**config.mk**
```make
export PLATFORM = sky130hd
export DESIGN_NAME = axis_lfsr16
export DESIGN_NICKNAME = d
export VERILOG_FILES = /design/src/rtl/axis_pkg.sv /design/src/rtl/axis_lfsr16.sv
export SDC_FILE = /design/constraint.sdc
export NUM_CORES = 1
export LEC_CHECK = 0
export CAP_MARGIN = 20
export CORE_MARGIN = 2
export CORE_UTILIZATION = 50
export DETAILED_ROUTE_END_ITERATION = 16
export DONT_BUFFER_PORTS = 1
export PLACE_DENSITY = 0.62
export SLEW_MARGIN = 20
export SYNTH_ARGS = -nofsm -noshare
export SYNTH_HDL_FRONTEND = slang
export SYNTH_SLANG_ARGS = --single-unit
```
**constraint.sdc**
```tcl
create_clock -name clk -period 1.5 [get_ports clk]
set_input_delay 0.3 -clock clk [delete_from_list [all_inputs] [get_ports clk]]
set_output_delay 0.3 -clock clk [all_outputs]
set_load 0.01 [all_outputs]
```
**src/rtl/axis_pkg.sv**
```systemverilog
// Shared types and helpers for the AXI-Stream sink checker: FSM state encoding,
// keep-to-byte-mask expansion, popcount and the backpressure LFSR tap set.
package axis_pkg;

  localparam int unsigned MaxKeepWd = 64;
  localparam int unsigned MaxDataWd = 8 * MaxKeepWd;

  // Fibonacci taps 16,14,13,11 as a mask over state bits [15:0].
  localparam logic [15:0] LfsrTaps = 16'hB400;

  typedef enum logic [1:0] {
    StIdle   = 2'd0,
    StRecv   = 2'd1,
    StReport = 2'd2
  } axis_state_e;

  function automatic logic [MaxDataWd-1:0] keep_mask(input logic [MaxKeepWd-1:0] keep);
    logic [MaxDataWd-1:0] m;
    m = '0;
    for (int i = 0; i < MaxKeepWd; i++) begin
      m[8*i +: 8] = {8{keep[i]}};
    end
    return m;
  endfunction

  function automatic int unsigned popcount(input logic [MaxKeepWd-1:0] v);
    int unsigned c;
    c = 0;
    for (int i = 0; i < MaxKeepWd; i++) begin
      c = c + {31'b0, v[i]};
    end
    return c;
  endfunction

endpackage

```
**src/rtl/axis_lfsr16.sv**
```systemverilog
// 16-bit Fibonacci LFSR used to throttle s_tready; shifts left, feedback into bit 0.
module axis_lfsr16
  import axis_pkg::*;
#(
  parameter logic [15:0] SEED = 16'hACE1
) (
  input  logic        clk,
  input  logic        rst_n,
  input  logic        en,
  output logic [15:0] state
);

  always_ff @(posedge clk or negedge rst_n) begin
    if (!rst_n) begin
      state <= SEED;
    end else if (en) begin
      state <= {state[14:0], ^(state & LfsrTaps)};
    end
  end

endmodule

```
==> results.cfg, run 1 <==
[worst_setup_path]
worstPathRequired_ns = 1.20
rr_endpoint = state[0]
path_max_fanout = 4
r2r_cells = 3
start_kind = flip-flop
timing_worst_setup_path_type = reg -> out
rr_startpoint = state[13]
arrival_time_at_the_worst_endpoint_ns = 0.89
register_to_register_setup_slack_ns = 0.42
end_kind = output pin

[floorplan]
die_area_um2 = 1661
core_region_area_um2 = 1285
dieHeight_um = 40.76
ios = 19
die-width_um = 40.76
core.rowCount = 13
initial_util = 0.5258

[grt]
groute.layer.met3.usage = 0.1359
gr-total-overflow = 0
antenna_found_initial = 0
grt.met2_usage = 0.1984
grt_start_max_net_pins = 18
grt_first_pass_wirelength_mm = 1.476
via_count_of_the_first_global_routing_pass = 315
gr_met1_demand_resource = 0.1488
layer_with_the_highest_usage = met2
grt_use_total = 0.1530

[run]
cap_viol_max_count = 0

[detailed_routing]
via_count = 312
vias_per_cell = 5.571
drt.antenna.violating_nets = 0
totalWireLength_um = 941
remaining_drc_errors = 0
drt_pass1_iterations = 2
initialDrtViolationCount = 1
wire_per_inst_um = 16.80

[synthesis]
avgSynthCellArea_um2 = 17.78
synthCells = 38
syn-num-nets = 41
synth.area.top_cells = dfstp_2 31%, dfrtp_1 30%, mux2_4 18%, mux2_2 12%, xnor2_1 3.9%
yosys_warn_count = 0
syn_area_um2 = 675.6
synth_top_cell_area_share = 0.3111
yosys.cell_types.count = 9
synth_register_bits = 16
synth_sequential_area_ratio = 0.6074
yosys.area.top_type = dfstp_2

[final_layout]
drive_above_1_share = 0.6585
register_with_the_highest_flop_count = state
number_of_nets_in_the_layout = 45
seqCellArea_um2 = 410.4
reg_top3 = state x16
antenna-diode-count = 0
finish.utilization = 0.5521
area_growth_syn_to_layout_pct = 5.000
fillers = 105
fin_cells = 56
multiInputGateArea_um2 = 234.0
largest_register_ff_count = 16

[power_and_ir_drop]
power.share.combinational = 0.236
p_seq_frac = 0.607
cellPowerDensity_nw_per_um2 = 2481
worst_vdd_rail_ir_drop_mv = 1.034
share_of_total_power_in_the_clock_network = 0.158
cellLeakagePower_nw = 0.3033
netSwitchingFraction = 0.3233
power.internal_mw = 1.191
switching_power_mw = 0.5692

[worst_hold_path]
whs_path_depth = 1
hold-path-endpoint = state[0]
hp-start = en
hold_class = in -> reg

[timing]
timing.final.ws_setup_ns = 0.3103
max_slew_margin = 0.5523
worst_clock_skew_ns = 0.003901
max_slew.worst_pin.slew_ns = 0.6693
layout_min_cycle_time_ns = 1.190
worst_hold_slack_ns = 0.06429
setup_tns_ns = 0
rsz0062_at_grt = no
period_share = 0.7931
timing.final.setup_violations = 0
timing.final.hold_violations = 0
timing.final.max_slew_violations = 0
clock.fmax_ghz = 0.8406

[cts]
clock_sink_count = 16
hold_buffers = 1
later_pin_clock_latency_in_the_skew_report_ns = 0.29
cts-root-to-sink-buffers = 2
cts_tree = done
count_of_buffers_added_by_post_cts_timing_repair_for_setup = 0
cts_max_level = 1
cts_root_buf = clkbuf_4
postCtsResizedCells = 0
worst_setup_hold_path_clk_slew_ns = 0.09
tritoncts.num_buffers = 3

[place]
preCtsSetupSlack_ns = 0.4428
gp_congestion = 0.7079
numPlacedInstances = 51
post-dp-hpwl_um = 641.4
portBuffers = 0

[status]
result_of_the_run = finished, final reports clean
## cell type report
cell class	instances	area share
flip-flops and latches	16	0.5785
clock buffers	4	0.05115
multi-input cells	20	0.3298
repair buffers	1	0.01411
well taps	15	0.02646
## kinds of logic (layout without fill, tap and decap cells)
kind of cell           Yosys count  in the layout  share of synthesized area
AND/OR/NAND/NOR                  1              1                   0.005550
flip-flops                      16             16                     0.6074
AO/OA/AOI/OAI                    1              1                   0.007400
XOR/XNOR                         3              3                    0.03890
multiplexers                    15             15                     0.2945
buffers and inverters            2              5                    0.04630
## stage by stage
stage | total power [mW] | area [um^2]
global route | 1.890 | 709.4
detailed placement | 1.487 | 663.1
CTS | 1.793 | 709.4
finish | 1.760 | 709.4
floorplan | 1.404 | 675.6
global placement | 1.457 | 663.1
## metal layers
layer  vias up  routed length (um)
li1        136                   -
met1       159                 410
met2        15                 429
met3         2                  85
met4         0                  16
met5         -                   0
## worst max path at each step
stage,endpoint,cells past startpoint,from,slack [ns]
finish,state[10],0,state[10],0.31
global route,state[10],0,state[10],0.26
CTS,state[10],0,state[10],0.29
detailed placement,state[0],3,state[10],0.44
global placement,state[0],3,state[10],0.48
floorplan,state[0],3,state[10],0.52
## power groups by stage
stage	clock network (mW)	registers [mW]	logic, mW
3_3_place_gp	0	1.07	0.388
3_5_place_dp	0	1.09	0.402
2_1_floorplan	0	1.01	0.392
5_1_grt	0.323	1.11	0.454
4_1_cts	0.294	1.08	0.422
6_report	0.277	1.07	0.415
## synth_stat cells, drive strengths merged
cell   count
a21oi      1
dfrtp      8
nor2       1
mux2      15
dfstp      8
buf        2
xnor2      3
## cells in the final DEF (no fill, tap or decap), drive strengths merged
cell	count
nor2	1
dfstp	8
a21oi	1
mux2	15
dfrtp	8
clkbuf	4
xnor2	3
dlygate4sd3	1
Power figures use the tool's default switching activity.
==> run 2, diff against run 1 <==
Clock period 1.5 ns to 1.15 ns, I/O delays scaled along.
==> results.cfg, run 2 (synthesized netlist as in run 1, its figures left out) <==
[power_and_ir_drop]
cellPowerDensity_nw_per_um2 = 3128
power_mw = 2.266
power.internal_mw = 1.537
worst_vdd_rail_ir_drop_mv = 1.624
p_seq_frac = 0.602
power.share.combinational = 0.280
cellLeakagePower_nw = 0.3112
share_of_total_power_in_the_clock_network = 0.118
netSwitchingFraction = 0.3219
switching_power_mw = 0.7294

[timing]
timing.final.max_slew_violations = 0
timing.final.hold_violations = 0
period_share = 1.003
max_slew_margin = 0.5573
rsz0062_at_grt = yes
max_slew.worst_pin.slew_ns = 0.6618
timing.final.setup_violations = 1
layout_min_cycle_time_ns = 1.153
clock.fmax_ghz = 0.8670
worst_clock_skew_ns = 0.0009605
setup_tns_ns = -0.003429
timing.final.ws_setup_ns = -0.003429

[cts]
clock_sink_count = 16
later_pin_clock_latency_in_the_skew_report_ns = 0.27
cts_tree = done
cts-root-to-sink-buffers = 2
tritoncts.num_buffers = 3
cts_max_level = 1
cts_root_buf = clkbuf_4
worst_setup_hold_path_clk_slew_ns = 0.08

[worst_hold_path]
whs_path_depth = 2
hp-start = en
hold-path-endpoint = state[0]
hold_class = in -> reg

[final_layout]
fin_cells = 58
area_growth_syn_to_layout_pct = 7.222
antenna-diode-count = 0
reg_top3 = state x16
seqCellArea_um2 = 410.4
finish.utilization = 0.5638
fillers = 107
layout_common_cells = 8 x mux2_4, 8 x dfstp_2, 8 x dfrtp_1
drive_above_1_share = 0.6512
number_of_nets_in_the_layout = 48
register_with_the_highest_flop_count = state
largest_register_ff_count = 16
multiInputGateArea_um2 = 234.0

[grt]
grt_first_pass_wirelength_mm = 1.297
via_count_of_the_first_global_routing_pass = 305
grt_use_total = 0.1270
grt_start_max_net_pins = 18
gr-total-overflow = 0
antenna_found_initial = 0

[status]
result_of_the_run = complete, but fails checks
violations = setup timing

[worst_setup_path]
timing_worst_setup_path_type = reg -> out
crit_path_top_delay_cell = dfstp_2
register_to_register_setup_slack_ns = 0.07
r2r_cells = 4
critical_path.n_buffers_inverters = 1
crit_family = flip-flops
worstPathRequired_ns = 0.92
arrival_time_at_the_worst_endpoint_ns = 0.92
timing.critical_path.slowest_cell_delay_ns = 0.55
path_max_fanout = 3
end_kind = output pin
rr_startpoint = state[10]
rr_endpoint = state[0]
start_kind = flip-flop
crit_chain = buf_6

[floorplan]
dieHeight_um = 40.76
initial_util = 0.5258
core.rowCount = 13
die-width_um = 40.76
die_area_um2 = 1661
core_region_area_um2 = 1285
ios = 19

[detailed_routing]
vias_per_cell = 5.293
via_count = 307
wire_per_inst_um = 15.76
remaining_drc_errors = 0
initialDrtViolationCount = 1
drt_pass1_iterations = 2
totalWireLength_um = 914
drt.antenna.violating_nets = 0

[place]
numPlacedInstances = 52
portBuffers = 0
preCtsSetupSlack_ns = 0.1260
gp_congestion = 0.7040
post-dp-hpwl_um = 636.7

[run]
cap_viol_max_count = 0
-- run 2: changes by cell type in the layout (fill, tap and decap cells not counted), sizes merged --
cell	previous run	this run
buf	0	2
clkbuf	4	3
dlygate4sd3	1	2
-- run 2: stage by stage --
stage,cell area (um^2),hold slack [ns]
2_1_floorplan,675.6,-0.06559
3_3_place_gp,670.6,-0.06526
3_5_place_dp,670.6,-0.06524
4_1_cts,724.4,0.09670
5_1_grt,724.4,0.09397
6_report,724.4,0.1054
-- run 2: cell type report --
class,instances,share of cell area
clock buffers,3,0.03109
flip-flops and latches,16,0.5665
well taps,15,0.02591
multi-input cells,20,0.3230
repair buffers,4,0.05354
-- run 2: how the worst max path moves through the flow --
stage	from	endpoint	slack [ns]	cells past startpoint
6_report	state[10]	state[10]	-0.003	1
5_1_grt	state[10]	state[10]	-0.04	1
4_1_cts	state[10]	state[10]	-0.02	1
3_5_place_dp	state[13]	state[0]	0.13	3
3_3_place_gp	state[15]	state[0]	0.16	3
2_1_floorplan	state[10]	state[0]	0.17	3
-- run 2: power groups by stage --
stage | Clock [mW] | Sequential, mW | Combinational [mW]
3_3_place_gp | 0 | 1.37 | 0.550
4_1_cts | 0.284 | 1.37 | 0.645
6_report | 0.267 | 1.36 | 0.635
5_1_grt | 0.311 | 1.42 | 0.684
3_5_place_dp | 0 | 1.39 | 0.575
2_1_floorplan | 0 | 1.32 | 0.511
-- run 2: what timing repair did --
action                     CTS  global route
buffers inserted             1             0
hold endpoints to repair    17             0
hold buffers                 2             0
pin swaps                    0             2
setup endpoints to repair    1             2
resized for setup            1             0
-- run 2: routing by layer --
metal,track usage,part of all wire
met2,0.1548,0.44
met5,0,0
met3,0.06522,0.088
met4,0.1000,0
met1,0.1643,0.47
